===== src/rtl/debounce_loader_if.sv =====
// Load-side handshake between debounce_loader and the countdown stage.
//   ready : one-cycle load pulse
//   value : captured switch value (valid with ready, held between pulses)
//   level : debounced button level
interface debounce_loader_if;
  logic       ready;
  logic [7:0] value;
  logic       level;

  modport master (output ready, output value, output level);
  modport slave  (input  ready, input  value, input  level);
endinterface


===== src/rtl/debounce_loader.sv =====
// debounce_loader: synchronises and debounces a raw push-button, emits a
// single-cycle load pulse per debounced press and captures the synchronised
// 8-bit switch bank on that pulse.
// Optional macro AUTO_REPEAT_EN: a held button re-pulses every
// REPEAT_CYCLES cycles after the initial press pulse.
module debounce_loader #(
  parameter int STABLE_CYCLES = 16,
  parameter int REPEAT_CYCLES = 256
) (
  input  logic              i_w_clk,
  input  logic              i_w_reset,
  input  logic              i_w_button,
  input  logic [7:0]        i_w_switches,
  debounce_loader_if.master load
);

  if (STABLE_CYCLES < 1 || REPEAT_CYCLES < 1) begin : g_param_check
    $error("debounce_loader: STABLE_CYCLES and REPEAT_CYCLES must be >= 1");
  end

  localparam int CW = (STABLE_CYCLES > 1) ? $clog2(STABLE_CYCLES) : 1;
  localparam logic [CW-1:0] CNT_LAST = CW'(STABLE_CYCLES - 1);

  typedef enum logic [1:0] {
    S_LOW,
    S_RISE_CHK,
    S_HIGH,
    S_FALL_CHK
  } state_t;

  state_t        state;
  logic [CW-1:0] cnt;
  logic          btn_s1, btn_s2;
  logic [7:0]    sw_s1, sw_s2;
  logic          ready;
  logic [7:0]    value;
  logic          level;

`ifdef AUTO_REPEAT_EN
  localparam int RW = (REPEAT_CYCLES > 1) ? $clog2(REPEAT_CYCLES) : 1;
  localparam logic [RW-1:0] REP_LAST = RW'(REPEAT_CYCLES - 1);
  logic [RW-1:0] rep;
`endif

  // Two-flop synchronisers for the asynchronous button and switch inputs
  always_ff @(posedge i_w_clk) begin
    if (i_w_reset) begin
      btn_s1 <= 1'b0;
      btn_s2 <= 1'b0;
      sw_s1  <= '0;
      sw_s2  <= '0;
    end else begin
      btn_s1 <= i_w_button;
      btn_s2 <= btn_s1;
      sw_s1  <= i_w_switches;
      sw_s2  <= sw_s1;
    end
  end

  // Debounce FSM with registered pulse, captured value and level
  always_ff @(posedge i_w_clk) begin
    if (i_w_reset) begin
      state <= S_LOW;
      cnt   <= '0;
      ready <= 1'b0;
      value <= '0;
      level <= 1'b0;
`ifdef AUTO_REPEAT_EN
      rep   <= '0;
`endif
    end else begin
      ready <= 1'b0;
      unique case (state)
        S_LOW: begin
          if (btn_s2) begin
            state <= S_RISE_CHK;
            cnt   <= '0;
          end
        end
        S_RISE_CHK: begin
          if (!btn_s2) begin
            state <= S_LOW;
          end else if (cnt == CNT_LAST) begin
            state <= S_HIGH;
            ready <= 1'b1;
            value <= sw_s2;
            level <= 1'b1;
`ifdef AUTO_REPEAT_EN
            rep   <= '0;
`endif
          end else begin
            cnt <= cnt + 1'b1;
          end
        end
        S_HIGH: begin
          if (!btn_s2) begin
            state <= S_FALL_CHK;
            cnt   <= '0;
          end
`ifdef AUTO_REPEAT_EN
          // Counter only advances while the button stays high, so a release
          // never fires a stray repeat; the !ready guard keeps pulses apart.
          else if (rep == REP_LAST) begin
            rep <= '0;
            if (!ready) begin
              ready <= 1'b1;
              value <= sw_s2;
            end
          end else begin
            rep <= rep + 1'b1;
          end
`endif
        end
        S_FALL_CHK: begin
          if (btn_s2) begin
            state <= S_HIGH;
          end else if (cnt == CNT_LAST) begin
            state <= S_LOW;
            level <= 1'b0;
          end else begin
            cnt <= cnt + 1'b1;
          end
        end
        default: state <= S_LOW;
      endcase
    end
  end

  assign load.ready = ready;
  assign load.value = value;
  assign load.level = level;

endmodule


===== src/flat_wrapper.sv =====
// flat-port wrapper written by rule: the top's interface ports become plain ports
module debounce_loader_flat 
#(
  parameter int STABLE_CYCLES = 16,
  parameter int REPEAT_CYCLES = 256
)
  (i_w_clk, i_w_reset, i_w_button, i_w_switches, load_ready, load_value, load_level);
  debounce_loader_if load_i ();
  input  logic i_w_clk;
  input  logic i_w_reset;
  input  logic i_w_button;
  input  logic [7:0] i_w_switches;
  output wire logic [$bits(load_i.ready)-1:0] load_ready;
  output wire logic [$bits(load_i.value)-1:0] load_value;
  output wire logic [$bits(load_i.level)-1:0] load_level;
  assign load_ready = load_i.ready;
  assign load_value = load_i.value;
  assign load_level = load_i.level;
  debounce_loader #(.STABLE_CYCLES(STABLE_CYCLES), .REPEAT_CYCLES(REPEAT_CYCLES)) u_core (.i_w_clk(i_w_clk), .i_w_reset(i_w_reset), .i_w_button(i_w_button), .i_w_switches(i_w_switches), .load(load_i));
endmodule

===== config.mk =====
export PLATFORM = sky130hd
export DESIGN_NAME = debounce_loader_flat
export DESIGN_NICKNAME = d
export VERILOG_FILES = /design/src/rtl/debounce_loader_if.sv /design/src/rtl/debounce_loader.sv /design/src/flat_wrapper.sv
export SDC_FILE = /design/constraint.sdc
export NUM_CORES = 1
export LEC_CHECK = 0
export CORE_ASPECT_RATIO = 0.8
export CORE_MARGIN = 2
export CORE_UTILIZATION = 40
export DETAILED_ROUTE_END_ITERATION = 10
export PLACE_DENSITY = 0.69
export SLEW_MARGIN = 20
export SYNTH_ARGS = -nofsm -noshare
export SYNTH_HDL_FRONTEND = slang
export SYNTH_SLANG_ARGS = --single-unit

===== constraint.sdc =====
create_clock -name i_w_clk -period 1.6 [get_ports i_w_clk]
set_input_delay 0.32 -clock i_w_clk [delete_from_list [all_inputs] [get_ports i_w_clk]]
set_output_delay 0.32 -clock i_w_clk [all_outputs]
set_load 0.02 [all_outputs]

==> results.json, run 1 <==
{
  "num_io_pins": 21,
  "grt_pass1_vias": 730,
  "cp_slowest_cell": "and4_2",
  "drc_errors": 0,
  "clockBufferDepth": 2,
  "cts_max_level": 2,
  "hold_viol": 0,
  "clkSlewWorstSetupHoldPaths_ns": 0.09,
  "skew_ns": 0.00535,
  "slowest_delay_ns": 0.35,
  "drt-total-wl_um": 1890,
  "layout_setup_ws_ns": 0.189,
  "end_kind": "flop",
  "antenna_left": 0,
  "relSlewSlack_pct": 61.7,
  "rows": 17,
  "rsz0062_at_grt": "no",
  "worst_pin_slew_ns": 0.571,
  "r2r_setup_slack_ns": 0.19,
  "maxCapViolCount": 0,
  "final_cell_area_um2": 1450,
  "hp-start": "u_core.sw_s1[1]$_SDFF_PP0_",
  "p_total_mw": 1.44,
  "hold_end": "u_core.sw_s2[1]$_SDFF_PP0_",
  "ctsHoldBuffers": 0,
  "final_cell_mix": "dfxtp_1, nor2b_1, a21oi_1",
  "regToRegStartpoint": "u_core.cnt[0]$_SDFFE_PP0P_",
  "core_um2": 2720,
  "cts_tree": "built",
  "avgSynthCellArea_um2": 9.89,
  "fill_cells": 304,
  "cp_max_fo": 15,
  "max_freq_mhz": 709,
  "hp-class": "flop to flop",
  "path_cells": "ha_1 -> and4_2 -> o31ai_1 -> a21oi_1",
  "cts_num_sinks": 34,
  "clkLatencyLatePin_ns": 0.33,
  "nets": 151,
  "place_ws_ns": 0.0882,
  "setup_tns_ns": 0,
  "grt_usage_pct": 13.1,
  "syn-instance-count": 115,
  "clockRootBuffer": "clkbuf_4",
  "place_area_um2": 1390,
  "outcome": "finished clean",
  "dp_cells": 169,
  "gp_congestion": 0.706,
  "worstPathArrival_ns": 1.63,
  "synth_cell_types": 23,
  "reg2regPathDepth": 4,
  "routedWlPerCell_um": 10.6,
  "die_x_um": 63.6,
  "cp-start-kind": "flop",
  "via_per_inst": 4.70,
  "fin_util_pct": 53.4,
  "initial_core_util_pct": 41.8,
  "critPathKind": "flop to flop",
  "hold_depth": 1,
  "irDropWorstVdd_mv": 0.364,
  "min_period_ns": 1.41,
  "timing.final.crit_share_pct": 88.2,
  "drt_first_iter_violations": 24,
  "grt_max_degree": 20,
  "synthToLayoutAreaGrowth_pct": 27.8,
  "io_buffers": 20,
  "num_vias": 836,
  "setup_violations": 0,
  "syn_area_um2": 1140,
  "n_antenna_cell": 0,
  "p_leak_nw": 0.601,
  "synth_nets": 127,
  "holdWs_ns": 0.445,
  "power_density_nw_per_um2": 988,
  "chipHeight_um": 51.7,
  "seq_area_frac_synth_pct": 59.8,
  "dieArea_um2": 3290,
  "drive_above_1_share_pct": 8.57,
  "crit_required_ns": 1.82,
  "place_hpwl_um": 1320,
  "layout_commonest_cell": "dfxtp_1",
  "grt_overflow": 0,
  "antenna_found_initial": 0,
  "firstDrtPassIters": 3,
  "r2r_end": "u_core.cnt[3]$_SDFFE_PP0P_",
  "instances_no_fill": 178,
  "cts_buffers": 5,
  "synth-seq-cells": 34,
  "slew_viol_final": 0,
  "grt_pass1_wl_um": 3160,
  "ys_warn_count": 0
}
-- registers in the layout, indices dropped and copies added (netlist names), named ones only --
register / flops
u_core.load.level: 1
u_core.load.ready: 1
u_core.btn_s1: 1
u_core.state: 1
u_core.load.value: 8
u_core.sw_s2: 8
u_core.sw_s1: 8
u_core.btn_s2: 1
u_core.cnt: 4
-- cells in the mapped netlist --
master / n / area share (%)
a21oi_1: 13 / 5.7
a31oi_1: 1 / 0.55
and2b_2: 1 / 0.77
and4_1: 1 / 0.77
buf_4: 1 / 0.66
clkbuf_1: 5 / 1.7
dfxtp_1: 34 / 60
ha_1: 1 / 1.1
inv_1: 2 / 0.66
nand2_1: 4 / 1.3
nand2b_1: 1 / 0.55
nand3_1: 10 / 4.4
nand4_1: 2 / 1.1
nand4b_1: 1 / 0.77
nor2_1: 1 / 0.33
nor2b_1: 18 / 9.9
nor3_1: 1 / 0.44
o21ai_0: 11 / 4.8
o21bai_1: 1 / 0.66
o31ai_1: 2 / 1.3
or3_1: 2 / 1.1
xnor2_1: 1 / 0.77
xor2_1: 1 / 0.77
-- where the power goes --
part / internal (mW) / total, mW / switching [mW]
sequential: 0.870 / 0.878 / 0.00854
combinational: 0.0449 / 0.0760 / 0.0311
clock: 0.213 / 0.482 / 0.270
total: 1.13 / 1.44 / 0.309
-- final cells by class --
| type | instances | area [um^2] | share of cell area (%) |
|---|---|---|---|
| tap | 38 | 47.5 | 3.27 |
| clock buffer | 7 | 55.1 | 3.79 |
| sequential | 34 | 681 | 46.8 |
| clock inverter | 1 | 5.00 | 0.344 |
| timing repair buffer | 23 | 234 | 16.1 |
| inverter | 2 | 7.51 | 0.516 |
| multi-input combinational | 73 | 424 | 29.2 |
-- what timing repair did --
action / in CTS / in global routing
pin swaps: 0 / 1
cloned: 0 / 0
gates resized for setup: 7 / 4
setup buffers: 0 / 1
endpoints found under the setup margin: 7 / 16
-- how the worst max path moves through the flow --
stage                                           start                                end  slack [ns]  depth (start not counted)
floorplan                  u_core.cnt[0]$_SDFFE_PP0P_  u_core.load.value[1]$_SDFFE_PP0P_        0.30                          6
global placement           u_core.cnt[0]$_SDFFE_PP0P_         u_core.cnt[1]$_SDFFE_PP0P_        0.15                          4
detailed placement         u_core.cnt[0]$_SDFFE_PP0P_  u_core.load.value[1]$_SDFFE_PP0P_        0.09                          4
CTS                 u_core.load.value[1]$_SDFFE_PP0P_                      load_value[1]       0.006                          1
global route               u_core.cnt[0]$_SDFFE_PP0P_  u_core.load.value[5]$_SDFFE_PP0P_        0.06                          4
finish                     u_core.cnt[0]$_SDFFE_PP0P_         u_core.cnt[3]$_SDFFE_PP0P_        0.19                          4
-- layer usage --
layer,wire (um),vias to the layer above,GRT usage [%]
met5,0,-,0
met4,36,0,5.43
met3,126,6,7.14
met2,824,20,20.5
met1,900,365,15.0
li1,-,445,-
-- critical path: cells and delay by family (launching register included) --
kind	cells	cell delay [ns]
AOI/OAI and AO/OA	2	0.37
and+or+nand+nor	1	0.35
DFF	1	0.34
adders and majority gates	1	0.24
-- cells by family after synthesis --
family                   synth area share [%]
adder cells (fa/ha/maj)                  1.10
buffers and inverters                    2.97
flip-flops                               59.8
AO/OA/AOI/OAI                            13.1
AND/OR/NAND/NOR                          21.5
XOR/XNOR                                 1.54
Note: power is estimated with default switching activity, not from simulation.
==> run 2, diff against run 1 <==
--- a/config.mk
+++ b/config.mk
@@ -7,9 +7,9 @@
 export LEC_CHECK = 0
 export CORE_ASPECT_RATIO = 0.8
 export CORE_MARGIN = 2
-export CORE_UTILIZATION = 40
+export CORE_UTILIZATION = 49
 export DETAILED_ROUTE_END_ITERATION = 10
-export PLACE_DENSITY = 0.69
+export PLACE_DENSITY = 0.81
 export SLEW_MARGIN = 20
 export SYNTH_ARGS = -nofsm -noshare
 export SYNTH_HDL_FRONTEND = slang
==> run 2 against run 1 <==
Global-route usage increased by 1.5 points. Total power increased by 0.40%. Maximum frequency decreased by 9.2%. Combinational power decreased by 1%. Die area decreased by 17%. Via count increased by 5.1%. Flip-flop and latch count unchanged. Core utilization increased by 13 points. Clock power increased by 1%. Setup slack got worse by 0.14 ns. Critical endpoint is now load_ready.
==> results.json, run 2 (synthesized netlist as in run 1, its figures left out) <==
{
  "outcome": "finished clean",
  "critPathKind": "flop to primary output",
  "power_density_nw_per_um2": 998,
  "worst_pin_slew_ns": 0.554,
  "cts_resized": 2,
  "timing.final.crit_share_pct": 97.2,
  "top_regs": "u_core.load.value: 8 flops, u_core.sw_s1: 8 flops, u_core.sw_s2: 8 flops",
  "skew_ns": 0.00403,
  "firstDrtPassIters": 4,
  "rows": 15,
  "path_delay_family": "buffers and inverters",
  "grt_max_degree": 16,
  "synthToLayoutAreaGrowth_pct": 27.1,
  "die_x_um": 57.9,
  "drt-total-wl_um": 1990,
  "clockRootBuffer": "clkbuf_4",
  "crit_buf_inv": 1,
  "cts_num_sinks": 34,
  "grt_pass1_vias": 672,
  "place_ws_ns": 0.124,
  "regArea_um2": 681,
  "antenna_left": 0,
  "rsz0062_at_grt": "no",
  "drive_above_1_share_pct": 9.29,
  "hold_depth": 1,
  "path_cells": "clkdlybuf4s50_1",
  "hold_viol": 0,
  "ctsHoldBuffers": 0,
  "regToRegStartpoint": "u_core.cnt[0]$_SDFFE_PP0P_",
  "routedWlPerCell_um": 12.1,
  "cts_buffers": 5,
  "io_buffers": 20,
  "antenna_found_initial": 0,
  "grt_overflow": 0,
  "hold_end": "u_core.sw_s2[7]$_SDFF_PP0_",
  "gp_congestion": 0.805,
  "grt_usage_pct": 14.6,
  "relSlewSlack_pct": 62.8,
  "grt_pass1_wl_um": 2810,
  "r2r_end": "u_core.load.value[6]$_SDFFE_PP0P_",
  "clkLatencyLatePin_ns": 0.32,
  "place_hpwl_um": 1370,
  "path_depth": 1,
  "min_period_ns": 1.55,
  "slowest_delay_ns": 0.59,
  "final_cell_mix": "dfxtp_1, nor2b_1, a21oi_1",
  "setup_tns_ns": 0,
  "max_freq_mhz": 643,
  "dieArea_um2": 2720,
  "num_io_pins": 21,
  "fill_cells": 173,
  "cp_slowest_cell": "clkdlybuf4s50_1",
  "dp_cells": 157,
  "reg2regPathDepth": 4,
  "cts_max_level": 2,
  "setup_violations": 0,
  "layout_setup_ws_ns": 0.0451,
  "crit_required_ns": 1.28,
  "clkSlewWorstSetupHoldPaths_ns": 0.10,
  "hp-class": "flop to flop",
  "hp-start": "u_core.sw_s1[7]$_SDFF_PP0_",
  "chipHeight_um": 47.1,
  "clockBufferDepth": 2,
  "end_kind": "primary output",
  "maxCapViolCount": 0,
  "drc_errors": 0,
  "cp-start-kind": "flop",
  "instances_no_fill": 165,
  "num_vias": 879,
  "drt_first_iter_violations": 11,
  "cts_tree": "built",
  "p_leak_nw": 0.646,
  "nets": 151,
  "irDropWorstVdd_mv": 0.732,
  "r2r_setup_slack_ns": 0.10,
  "n_antenna_cell": 0,
  "core_um2": 2180,
  "via_per_inst": 5.33,
  "initial_core_util_pct": 52.2,
  "cts_setup_buffers": 0,
  "cp_max_fo": 1,
  "fin_util_pct": 66.4,
  "worstPathArrival_ns": 1.23,
  "layout_commonest_cell": "dfxtp_1",
  "multi_input_area_um2": 424,
  "slew_viol_final": 0
}
run 2: cell count changes in the layout (fill, tap and decap cells not counted):
cell	before	now
buf_4	2	3
dlymetal6s2s_1	3	7
dlygate4sd2_1	7	2
clkdlybuf4s50_1	10	11
clkbuf_1	1	0
clkinvlp_4	0	1
buf_12	1	0
run 2: where the power goes:
part / internal [mW] / switching (mW)
sequential: 0.870 / 0.00825
combinational: 0.0434 / 0.0319
clock: 0.211 / 0.278
run 2: area by class of cell:
class	instances	share of cell area, %
clock buffers	6	3.55
flip-flops and latches	34	47.1
repair buffers	23	16.5
multi-input cells	73	29.4
inverters	2	0.519
clock inverters	2	0.866
well taps	25	2.16
run 2: worst max path at each step:
| stage | from | to | slack [ns] |
|---|---|---|---|
| after global placement | u_core.cnt[0]$_SDFFE_PP0P_ | u_core.cnt[1]$_SDFFE_PP0P_ | 0.22 |
| after global routing | u_core.cnt[0]$_SDFFE_PP0P_ | u_core.load.value[7]$_SDFFE_PP0P_ | 0.004 |
| final | u_core.load.ready$_SDFF_PP0_ | load_ready | 0.05 |
| after floorplan | u_core.cnt[0]$_SDFFE_PP0P_ | u_core.load.value[1]$_SDFFE_PP0P_ | 0.30 |
| after detailed placement | u_core.cnt[0]$_SDFFE_PP0P_ | u_core.load.value[6]$_SDFFE_PP0P_ | 0.12 |
| after CTS | u_core.load.value[5]$_SDFFE_PP0P_ | load_value[5] | 0.005 |
run 2: per-stage QoR:
stage	total power, mW	hold slack (ns)	area, um^2
floorplan	0.933	0.392	1140
global placement	0.972	0.422	1370
detailed placement	0.976	0.420	1370
CTS	1.46	0.445	1430
global route	1.49	0.459	1450
finish	1.44	0.442	1450
run 2: per-layer routing:
layer | track usage, % | up-vias | routed length [um] | share of wire, %
met5 | 0 | - | 0 | 0
met4 | 9.77 | 0 | 41 | 2.1
met3 | 4.96 | 5 | 108 | 5.4
met2 | 23.9 | 24 | 951 | 48
met1 | 16.8 | 409 | 889 | 45
li1 | - | 441 | - | -
